==> src/rtl/hack_alu_if.sv <==
// Operand/control/result bundle for the registered Hack ALU.
// The master drives operands and controls; the slave (the ALU) returns the registered result.
interface hack_alu_if #(
  parameter int WIDTH = 16
);
  logic             in_valid;
  logic [WIDTH-1:0] x;
  logic [WIDTH-1:0] y;
  logic             zx;
  logic             nx;
  logic             zy;
  logic             ny;
  logic             f;
  logic             no;
  logic [WIDTH-1:0] out;
  logic             zr;
  logic             ng;
  logic             out_valid;

  modport master (
    output in_valid, x, y, zx, nx, zy, ny, f, no,
    input  out, zr, ng, out_valid
  );

  modport slave (
    input  in_valid, x, y, zx, nx, zy, ny, f, no,
    output out, zr, ng, out_valid
  );
endinterface

==> src/rtl/hack_alu.sv <==
// Registered Hack ALU: the six control bits pick the computation.
// Result, zero and negative flags appear one cycle after the operands are sampled.
module hack_alu #(
  parameter int WIDTH = 16
) (
  input  logic      clk,
  input  logic      rst_n,
  hack_alu_if.slave bus
);
  logic [WIDTH-1:0] x1, x2, y1, y2, r, o;
  logic [WIDTH-1:0] out_reg;
  logic             zr_reg;
  logic             ng_reg;
  logic             valid_reg;

  // Pre-conditioning happens strictly in order: zero first, then negate.
  always_comb begin
    x1 = bus.zx ? '0 : bus.x;
    x2 = bus.nx ? ~x1 : x1;
    y1 = bus.zy ? '0 : bus.y;
    y2 = bus.ny ? ~y1 : y1;
    r  = bus.f ? (x2 + y2) : (x2 & y2);
    o  = bus.no ? ~r : r;
  end

  // Flags are taken from the post-negation value so they always agree with out.
  always_ff @(posedge clk) begin
    if (!rst_n) begin
      out_reg   <= '0;
      zr_reg    <= 1'b1;
      ng_reg    <= 1'b0;
      valid_reg <= 1'b0;
    end else begin
      out_reg   <= o;
      zr_reg    <= (o == '0);
      ng_reg    <= o[WIDTH-1];
      valid_reg <= bus.in_valid;
    end
  end

  assign bus.out       = out_reg;
  assign bus.zr        = zr_reg;
  assign bus.ng        = ng_reg;
  assign bus.out_valid = valid_reg;
endmodule

==> src/flat_wrapper.sv <==
// flat-port wrapper written by rule: the top's interface ports become plain ports
module hack_alu_flat 
#(
  parameter int WIDTH = 16
)
  (clk, rst_n, bus_in_valid, bus_x, bus_y, bus_zx, bus_nx, bus_zy, bus_ny, bus_f, bus_no, bus_out, bus_zr, bus_ng, bus_out_valid);
  hack_alu_if #(.WIDTH(WIDTH)) bus_i ();
  input  logic clk;
  input  logic rst_n;
  input wire logic [$bits(bus_i.in_valid)-1:0] bus_in_valid;
  input wire logic [$bits(bus_i.x)-1:0] bus_x;
  input wire logic [$bits(bus_i.y)-1:0] bus_y;
  input wire logic [$bits(bus_i.zx)-1:0] bus_zx;
  input wire logic [$bits(bus_i.nx)-1:0] bus_nx;
  input wire logic [$bits(bus_i.zy)-1:0] bus_zy;
  input wire logic [$bits(bus_i.ny)-1:0] bus_ny;
  input wire logic [$bits(bus_i.f)-1:0] bus_f;
  input wire logic [$bits(bus_i.no)-1:0] bus_no;
  output wire logic [$bits(bus_i.out)-1:0] bus_out;
  output wire logic [$bits(bus_i.zr)-1:0] bus_zr;
  output wire logic [$bits(bus_i.ng)-1:0] bus_ng;
  output wire logic [$bits(bus_i.out_valid)-1:0] bus_out_valid;
  assign bus_i.in_valid = bus_in_valid;
  assign bus_i.x = bus_x;
  assign bus_i.y = bus_y;
  assign bus_i.zx = bus_zx;
  assign bus_i.nx = bus_nx;
  assign bus_i.zy = bus_zy;
  assign bus_i.ny = bus_ny;
  assign bus_i.f = bus_f;
  assign bus_i.no = bus_no;
  assign bus_out = bus_i.out;
  assign bus_zr = bus_i.zr;
  assign bus_ng = bus_i.ng;
  assign bus_out_valid = bus_i.out_valid;
  hack_alu #(.WIDTH(WIDTH)) u_core (.clk(clk), .rst_n(rst_n), .bus(bus_i));
endmodule
==> config.mk <==
export PLATFORM = sky130hd
export DESIGN_NAME = hack_alu_flat
export DESIGN_NICKNAME = d
export VERILOG_FILES = /design/src/rtl/hack_alu_if.sv /design/src/rtl/hack_alu.sv /design/src/flat_wrapper.sv
export SDC_FILE = /design/constraint.sdc
export NUM_CORES = 1
export LEC_CHECK = 0
export ABC_AREA = 0
export CAP_MARGIN = 40
export CORE_UTILIZATION = 25
export CTS_CLUSTER_SIZE = 20
export DETAILED_ROUTE_END_ITERATION = 10
export GPL_TIMING_DRIVEN = 0
export PLACE_DENSITY = 0.51
export SYNTH_ARGS = -nofsm -noshare
export SYNTH_HDL_FRONTEND = slang
export SYNTH_SLANG_ARGS = --single-unit
==> constraint.sdc <==
create_clock -name clk -period 10.2 [get_ports clk]
set_input_delay 2.04 -clock clk [delete_from_list [all_inputs] [get_ports clk]]
set_output_delay 2.04 -clock clk [all_outputs]
set_load 0.02 [all_outputs]
== After elaboration in Yosys (flattened, before gate mapping) ==
Index checks and enable logic that the tools add are counted.

* Reductions and logical operators: 1
* Multiplexer cells: 6
* Add/sub/neg operators: 1
* Bitwise operators: 4

{| class="wikitable"
|+ Operators with widths
! cell !! count
|-
| 2-to-1 mux 16 bit || 6
|-
| inverter 16 bit || 3
|-
| adder 16 bit || 1
|-
| AND 16 bit || 1
|-
| zero test 16 bit || 1
|}

* Output and inout port bits: 19
* Flip-flop bits (word level): 19
* Input port bits: 41

== Logic depth before layout (Yosys ltp) ==
* Word-level depth: 8
* Mapped depth: 12
* Gate-level depth less buffers: 11

== Least setup slack after synthesis ==
No wires, ideal clock.

* Kind: input to register
* Start point: in bus_ny
* End point: reg u_core.zr_reg, in the netlist u_core.bus.zr
* Arrival: 4.912 ns
* Slack: 5.192 ns
* Library setup time: 0.096 ns
* Cell stages on the path: 10
* Required time: 10.104 ns
* Path through: clkbuf_1 clkbuf_1 xnor2_1 fa_1 a211oi_2 o21bai_1 o311a_1 mux2_1 nand4b_1 o41ai_2

* Longest elaborated chain between the ends: 6
* Elaborated cells on any way between the ends: 7

{| class="wikitable"
|+ RTL lines
! what !! RTL line !! RTL
|-
| start: declaration || flat_wrapper.sv:16 || <nowiki>input wire logic [$bits(bus_i.ny)-1:0] bus_ny;</nowiki>
|-
| 2-to-1 mux 16 bit * || hack_alu.sv:21 || <nowiki>y2 = bus.ny ? ~y1 : y1;</nowiki>
|-
| adder 16 bit / AND 16 bit (equally long branches) || hack_alu.sv:22 || <nowiki>r = bus.f ? (x2 + y2) : (x2 & y2);</nowiki>
|-
| 2-to-1 mux 16 bit * || hack_alu.sv:22 ||
|-
| inverter 16 bit || hack_alu.sv:23 || <nowiki>o = bus.no ? ~r : r;</nowiki>
|-
| 2-to-1 mux 16 bit * || hack_alu.sv:23 ||
|-
| zero test 16 bit * || hack_alu.sv:35 || <nowiki>zr_reg <= (o == '0);</nowiki>
|-
| end signal: assignment || hack_alu.sv:35 ||
|-
| end: declaration || hack_alu.sv:12 || <nowiki>logic zr_reg;</nowiki>
|}

Every way passes the cells marked *; elsewhere a longest branch is shown, timed or not.
A chain may end at the register's enable or synchronous reset.

== Final worst setup path ==
* Start point: in bus_zy
* End point: reg u_core.zr_reg, in the netlist u_core.bus.zr

* Longest elaborated chain between the ends: 8
* Elaborated cells on any way between the ends: 9

{| class="wikitable"
|+ RTL lines
! what !! RTL line !! RTL
|-
| start: declaration || flat_wrapper.sv:15 || <nowiki>input wire logic [$bits(bus_i.zy)-1:0] bus_zy;</nowiki>
|-
| 2-to-1 mux 16 bit * || hack_alu.sv:20 || <nowiki>y1 = bus.zy ? '0 : bus.y;</nowiki>
|-
| inverter 16 bit || hack_alu.sv:21 ||
|-
| 2-to-1 mux 16 bit * || hack_alu.sv:21 ||
|-
| adder 16 bit / AND 16 bit (equally long branches) || hack_alu.sv:22 ||
|-
| 2-to-1 mux 16 bit * || hack_alu.sv:22 ||
|-
| inverter 16 bit || hack_alu.sv:23 ||
|-
| 2-to-1 mux 16 bit * || hack_alu.sv:23 ||
|-
| zero test 16 bit * || hack_alu.sv:35 ||
|}

Marks and branches as above.

==> flow_summary.yaml <==
die:
  std_cell_rows: 37
  start_util_pct: 26.0
  design.portCount: 60
  die-area_um2: 11300
  die_w_um: 106
  core_region_area_um2: 10400
  floorplan.die.height_um: 106
cells_and_area:
  drive_above_1_share_pct: 9.20
  antennaDiodeCount: 0
  layout-area-overhead-vs-synth_pct: 29.0
  finalNetCount: 461
  largest_register_ffs: 15
  final_cells: 538
  finalInstanceArea_um2: 3490
grt:
  grtUsageTotal_pct: 13.6
  antenna_found_initial: 0
  maximum_number_of_pins_on_one_net_before_global_route_repair: 11
  grt_pass1_wl_mm: 12.5
  first_global_vias: 2454
  grt_overflow: 0
place:
  placed_cells_incl_taps: 534
  portBuffers: 56
  post_dp_cell_area_um2: 3440
  dp_hpwl_mm: 6.07
  globalplace.congestion: 0.859
synthesis:
  synth_ff_type: "sky130_fd_sc_hd__dfxtp_1"
  netlist.area_leader.share_pct: 13.9
  yosysWarningCount: 0
  synth_largest_area_cell: "sky130_fd_sc_hd__xnor2_1"
  post_synth_edffs: 0
  synth.ff_latch_count: 18
  syn-num-nets: 400
  synth.cells.most_frequent: "sky130_fd_sc_hd__xnor2_1 (43), sky130_fd_sc_hd__nand2b_1 (32), sky130_fd_sc_hd__nor2_1 (21), sky130_fd_sc_hd__dfxtp_1 (18), sky130_fd_sc_hd__ha_1 (16)"
  distinct_cell_type_count_after_synthesis: 70
  yosysSeqAreaShare_pct: 13.3
  syn-cell-area_um2: 2710
  yosys-top-cells-area: "sky130_fd_sc_hd__xnor2_1 (14%), sky130_fd_sc_hd__dfxtp_1 (13%), sky130_fd_sc_hd__ha_1 (7.4%)"
  synthesized_instance_count: 342
  async_flop_share_pct: 0
  synth_most_common_cell: "sky130_fd_sc_hd__xnor2_1"
  post_synth.cell_area_avg_um2: 7.92
detailed_routing:
  wl_mm: 7.26
  ant_nets: 0
  vias_per_cell: 4.86
  drc: 0
  wl_per_cell_um: 13.5
  detail_route.first_pass.iterations: 4
  detailedRoute.firstIterationViolations: 115
  dr_total_vias: 2616
timing:
  grt_setup_unrepaired: "no"
  finalMaxSlewViolations: 0
  setup_viol_count_final: 0
  min_period_over_period_pct: 53.6
  slew-limit-headroom_pct: 54.7
  setup_total_negative_slack_ps: 0
  final_period_minus_worst_setup_slack_ps: 5470
  whs_ps: 2390
  maxClockFrequency_mhz: 183
  timing.final.hold_violations: 0
  timing_worst_slew_pin_value_ps: 679
setup_path:
  critical_path.cell_chain: "clkdlybuf4s50_1 -> clkbuf_1 -> nand2b_1 -> xnor2_1 -> ha_1 -> nor3_1 -> nor4_1 -> a21o_1 -> o211a_1 -> nor4_1 -> nand4_1 -> o41ai_2"
  required_ps: 10350
  crit_path_end_kind: "flip-flop"
  crit_path_max_incr_delay_ps: 550
  startpoint_type: "input pin"
  timing.setup.critical_path_class: "input pin to flip-flop"
  worstPathArrival_ps: 5620
  crit_slowest_cell: "sky130_fd_sc_hd__clkdlybuf4s50_1"
  worst-path-max-fanout: 10
  path_common_cell: "sky130_fd_sc_hd__nor4_1"
run:
  maxCapViolations: 0
power_and_ir_drop:
  total_power_after_layout_uw: 428
  power_density_nw_per_um2: 122
  ir_drop_mv: 0.0624
  power_leakage_nw: 1.30
clock_tree:
  tritoncts_clock_tree: "done"
  post_cts.repair.setup_buffers: 0
  cts_made_buffers: 3
  cts_hold_repair.buffers: 0
  cts.sinks: 18
  ctsResizeCount: 0
  clock_pin_slew_on_the_worst_setup_and_hold_paths_ps: 60
  h-tree-depth: 1
  cts-root-buf: "sky130_fd_sc_hd__clkbuf_8"
  worst_case_clock_buffer_depth: 2
status:
  run_status: "finished clean"
worst_hold_path:
  hold_path_class: "input pin to flip-flop"
-- stage by stage --
| step | utilization, % | setup slack (ps) |
|---|---|---|
| floorplan | - | 5190 |
| global placement | 33.0 | 4540 |
| detailed placement | 33.0 | 4440 |
| CTS | 33.5 | 4680 |
| global route | 33.5 | 4380 |
| finish | 33.5 | 4730 |
-- critical path, delay by kind of cell --
family | cells | cell delay [ps]
compound gates | 3 | 620
xor+xnor | 1 | 80
buf+inv | 2 | 850
simple gates | 5 | 1590
fa+ha+maj | 1 | 440
-- layout by cell type, fill, tap and decap left out, types with 6 or more instances in the layout --
cell type,Yosys,final
sky130_fd_sc_hd__a31oi_1,6,6
sky130_fd_sc_hd__buf_6,6,6
sky130_fd_sc_hd__nand2_1,8,8
sky130_fd_sc_hd__o21ai_0,8,8
sky130_fd_sc_hd__nor4_1,9,9
sky130_fd_sc_hd__a211oi_1,6,6
sky130_fd_sc_hd__xnor2_1,43,43
sky130_fd_sc_hd__o21ai_1,6,6
sky130_fd_sc_hd__buf_2,6,6
sky130_fd_sc_hd__ha_1,16,16
sky130_fd_sc_hd__inv_1,8,8
sky130_fd_sc_hd__dfxtp_1,18,18
sky130_fd_sc_hd__clkbuf_1,10,10
sky130_fd_sc_hd__nor3_1,12,12
sky130_fd_sc_hd__a21oi_1,11,11
sky130_fd_sc_hd__nand3_1,8,8
sky130_fd_sc_hd__nand2b_1,32,32
sky130_fd_sc_hd__o21a_1,6,6
sky130_fd_sc_hd__and2_1,7,7
sky130_fd_sc_hd__nor2_1,21,21
sky130_fd_sc_hd__clkdlybuf4s50_1,0,56
sky130_fd_sc_hd__or3_1,8,8
-- layer usage --
layer / wire [µm] / part of all wire (%) / GRT usage (%) / vias to the layer above
met4: 55 / 0.76 / 3.47 / 0
met3: 377 / 5.2 / 0.858 / 5
met5: 0 / 0 / 0 / -
li1: - / - / - / 1379
met1: 3910 / 54 / 20.7 / 1147
met2: 2910 / 40 / 20.4 / 85
-- path summary, 6_finish.rpt --
path / start / slack (ps) / endpoint / cells past startpoint
max: bus_zy / 4730 / u_core.bus.zr / 12
min: rst_n / 2390 / u_core.bus.zr / 2
-- power breakdown --
part	total (mW)	switching, mW	internal, mW
registers	0.0840	0.00252	0.0815
logic	0.290	0.158	0.132
clock network	0.0535	0.0193	0.0342
total	0.428	0.180	0.248
-- layout make-up --
cell class | count | area, µm²
multi-input combinational | 290 | 2150
fill | 1139 | 6920
buffer | 26 | 165
inverter | 8 | 30.0
sequential | 18 | 360
timing repair buffer | 56 | 561
clock buffer | 4 | 55.1
tap | 136 | 170
-- kinds of logic (layout without fill, tap and decap cells) --
logic type                 after synthesis  count (layout)  share of synthesized area (%)
and+or+nand+nor                        139             139                           30.6
AOI/OAI and AO/OA                       86              86                           25.0
xor gates and xnor gates                44              44                           14.2
buffers and inverters                   34              94                           7.21
DFF                                     18              18                           13.3
adders and majority gates               17              17                           8.13
muxes                                    4               4                           1.52
Power figures use the tool's default switching activity.
==> RTL change 1 (config.mk and constraints unchanged) <==
`WIDTH` is set to 16 in 3 places; all go to 12.
--- a/src/rtl/hack_alu_if.sv
+++ b/src/rtl/hack_alu_if.sv
@@ -1,7 +1,7 @@
 // Operand/control/result bundle for the registered Hack ALU.
 // The master drives operands and controls; the slave (the ALU) returns the registered result.
 interface hack_alu_if #(
-  parameter int WIDTH = 16
+  parameter int WIDTH = 12
 );
   logic             in_valid;
   logic [WIDTH-1:0] x;
--- a/src/rtl/hack_alu.sv
+++ b/src/rtl/hack_alu.sv
@@ -1,7 +1,7 @@
 // Registered Hack ALU: the six control bits pick the computation.
 // Result, zero and negative flags appear one cycle after the operands are sampled.
 module hack_alu #(
-  parameter int WIDTH = 16
+  parameter int WIDTH = 12
 ) (
   input  logic      clk,
   input  logic      rst_n,
--- a/src/flat_wrapper.sv
+++ b/src/flat_wrapper.sv
@@ -1,7 +1,7 @@
 // flat-port wrapper written by rule: the top's interface ports become plain ports
 module hack_alu_flat 
 #(
-  parameter int WIDTH = 16
+  parameter int WIDTH = 12
 )
   (clk, rst_n, bus_in_valid, bus_x, bus_y, bus_zx, bus_nx, bus_zy, bus_ny, bus_f, bus_no, bus_out, bus_zr, bus_ng, bus_out_valid);
   hack_alu_if #(.WIDTH(WIDTH)) bus_i ();
Ports: changed (resized bus_out, bus_x and bus_y); port bits go from 60 to 48. The function was not compared with the original's and may differ.
==> RTL change 1 against the original RTL <==
Non-clock buffer count down 23. Fmax down 0.52%. Setup slack worse by 29 ps. Final cell count down 32%. Design area down 31%. Power down 29%. Sequential cell count down 4. Largest cell class unchanged. Count of clock-buffer cells in the layout unchanged. Routed wire length down 48%. Synthesized area down 34%. Sequential power down 22%. Sequential share of layout area up 1.2 points.
==> RTL change 1: results (changes against the original RTL) <==
[layout]
multi_input_area_share_pct = 58.8  ; -2.8 points
n_fill_cell = 741  ; -35%
seq-cell-share_pct = 11.5  ; +1.2 points
fin_nets = 318  ; -31%
multi_input_area_um2 = 1430  ; -34%
largest_reg_flops = 11  ; -4
layout-drive-gt1-share_pct = 8.86  ; -0.35 points

[critical_path]
cp.arrival_ps = 5650  ; +30 ps
crit_path_top_delay_cell = buf_1

[global_routing]
grt_pass1_vias = 1537  ; -37%
grt_pass1_wl_um = 6890  ; -45%
grt_usage_pct = 11.4  ; -2.2 points

[routing]
avgRoutedWirePerCell_um = 10.4  ; -23%
vias = 1583  ; -39%
viasPerCell = 4.31  ; -11%

[timing]
worst_pin_slew_ps = 729  ; +49.9 ps
holdWs_ps = 2380  ; -11.5 ps

[placement]
dp.cells = 363  ; -32%
place_congestion = 0.797  ; -7.2%

[min_path]
hold_end = u_core.bus.out_valid

[logic_synthesis]
synthDistinctLibCells = 51  ; -27%
synthXorXnorAreaFrac_pct = 18.7  ; +4.4 points
ys_seq_elements = 14  ; -4
synth.area.top_cells = dfxtp_1 16%, xnor2_1 16%, ha_1 8.4%, nand2b_1 8.4%, and2_1 3.9%
muxShareOfSynthArea_pct = 2.88  ; +1.4 points
synth_nets = 266  ; -34%

[status]
status = complete, no violations

[pwr]
peakVddDrop_mv = 0.0367  ; -41%
comb_power_share_pct = 61.0  ; -6.8 points
power.switching_uw = 115  ; -36%

==> RTL change 1: cell count changes in the layout (fill, tap and decap cells not counted), moves of 6 or more <==
| cell | delta |
|---|---|
| buf_6 | -6 |
| nor2_1 | -10 |
| nand2b_1 | -8 |
| clkbuf_1 | -6 |
| clkdlybuf4s50_1 | -9 |
| o21a_1 | -6 |
| xnor2_1 | -11 |
| nor3_1 | -7 |
| nor4_1 | -8 |
==> RTL change 1: how the worst max path moves through the flow <==
stage                 from             to  slack, ps  cells past startpoint
floorplan           bus_ny  u_core.bus.zr       5420                     11
global placement    bus_ny  u_core.bus.zr       4410                     12
detailed placement  bus_nx  u_core.bus.zr       4360                     12
CTS                 bus_nx  u_core.bus.zr       4610                     12
global route        bus_ny  u_core.bus.zr       4360                     12
finish              bus_nx  u_core.bus.zr       4700                     12
==> RTL change 1: metal layers <==
metal,part of all wire (%),vias to the layer above,track usage [%]
met4,1.6,0,4.55
met1,52,666,15.5
met3,3.5,5,0.667
li1,-,873,-
met5,0,-,0
met2,43,39,18.7
==> RTL change 2 (config.mk and constraints unchanged) <==
Made on the original files. Reset style: asynchronous (`rst_n`), changed in one clocked block.
--- a/src/rtl/hack_alu.sv
+++ b/src/rtl/hack_alu.sv
@@ -24,7 +24,7 @@
   end
 
   // Flags are taken from the post-negation value so they always agree with out.
-  always_ff @(posedge clk) begin
+  always_ff @(posedge clk or negedge rst_n) begin
     if (!rst_n) begin
       out_reg   <= '0;
       zr_reg    <= 1'b1;
Check against the original RTL: differs if rst_n is asserted again (counterexample within 4 cycles, from zero or initial values and one cycle with rst_n low); with rst_n held inactive, the same outputs for 10 cycles.
==> RTL change 2 against the original RTL <==
Design area down 17%. Largest cell class unchanged. Synthesized area down 20%. Power down 6.5%. Routed wire length down 34%. Sequential cell count unchanged. Core utilization up 1.5 points. Combinational power down 12%. Worst hold slack worse by 150 ps. Fmax down 3.0%. Setup slack worse by 170 ps. Critical endpoint is now u_core.bus.zr. Count of clock-buffer cells in the layout unchanged.
==> RTL change 2: results (changes against the original RTL) <==
[status]
status = complete, no violations

[routing]
wl_met3_um = 245  ; -35%
drtIter0Drc = 65  ; -43%
dr_wl_met2_um = 2080  ; -29%
vias = 1859  ; -29%
avgRoutedWirePerCell_um = 11.7  ; -13%
wl_met1_um = 2460  ; -37%
top_layer = met4

[logic_synthesis]
synth.area.top_cells = dfrtp_1 20%, xnor2_1 19%, nand2b_1 11%, ha_1 9.2%, mux2i_1 4.1%
synth_compound_area_share_pct = 16.3  ; -8.7 points
synth_commonest_cells = 48 x xnor2_1, 37 x nand2b_1, 17 x dfrtp_1
synth_fa_ha_area_share_pct = 10.1  ; +2.0 points
synth_nets = 303  ; -24%
muxShareOfSynthArea_pct = 4.66  ; +3.1 points
yosys_warnings = 0  ; unchanged
synthXorXnorAreaFrac_pct = 22.6  ; +8.3 points
avgSynthCellArea_um2 = 8.87  ; +12%
yosysSeqAreaShare_pct = 20.8  ; +7.5 points
synthDistinctLibCells = 52  ; -26%
synthArstFlopShare_pct = 100  ; +100 points
synthFlopType = dfrtp_1

[global_routing]
gr-usage-met1_pct = 15.8  ; -5.0 points
grt_usage_pct = 11.1  ; -2.5 points
grt_pass1_vias = 1745  ; -29%
grt_pass1_wl_um = 7970  ; -36%
antenna_found_initial = 0  ; unchanged
use_met3_pct = 0.797  ; -0.061 points
grt_max_degree = 19  ; +8
use_met2_pct = 17.9  ; -2.5 points

[timing]
holdWs_ps = 2240  ; -152 ps
fin_ws_ps = 4560  ; -172 ps
worst_pin_slew_ps = 789  ; +110 ps

[clock_tree]
h-tree-depth = 1  ; unchanged
cts_resized = 0  ; unchanged

[critical_path]
cp.arrival_ps = 5800  ; +180 ps
cpLargestDelayFamily = compound AO/OA/AOI/OAI gates
crit_path_top_delay_cell = clkdlybuf4s50_1
slowest_delay_ps = 560
setup.worst_path.start = bus_zy
critPathCapture = u_core.bus.zr

[pwr]
peakVddDrop_mv = 0.0452  ; -28%
p_leak_uw = 0.00112  ; -14%

[placement]
dp.cells = 406  ; -24%
port_buffers = 56  ; unchanged
placed_area_um2 = 2870  ; -17%
place_congestion = 0.827  ; -3.7%
post-dp-hpwl_um = 4100  ; -33%
place_ws_ps = 4230  ; -208 ps

[layout]
stdcell_count = 410  ; -24%
layout-drive-gt1-share_pct = 6.89  ; -2.3 points
n_fill_cell = 896  ; -21%
fin_nets = 364  ; -21%

[min_path]
hp-class = primary input to async pin

[RTL change 2: changes by cell type after synthesis, sizes merged, moves of 6 or more]
| cell | unedited run | this run |
|---|---|---|
| buf | 15 | 6 |
| dfrtp | 0 | 17 |
| dfxtp | 18 | 0 |
| mux2i | 3 | 9 |
| nand3 | 8 | 2 |
| nor2 | 22 | 6 |
| nor3 | 13 | 3 |
| nor4 | 10 | 1 |
| o21a | 6 | 0 |
| o21ai | 16 | 7 |
| or3 | 8 | 2 |
| xor2 | 1 | 8 |
[RTL change 2: cell type report]
type                            instances  area (um^2)  area share (%)
Buffer                                 14         61.3            2.11
Sequential cell                        18          452            15.5
Inverter                                5         18.8           0.645
Timing Repair Buffer                   56          561            19.3
Tap cell                              105          131            4.51
Clock buffer                            4         45.0            1.55
Multi-Input combinational cell        208         1640            56.4
[RTL change 2: report_power, final]
group          internal (uW)  switching, uW
Sequential              91.1           5.06
Combinational            124            132
Clock                   27.6           20.1
Total                    243            157
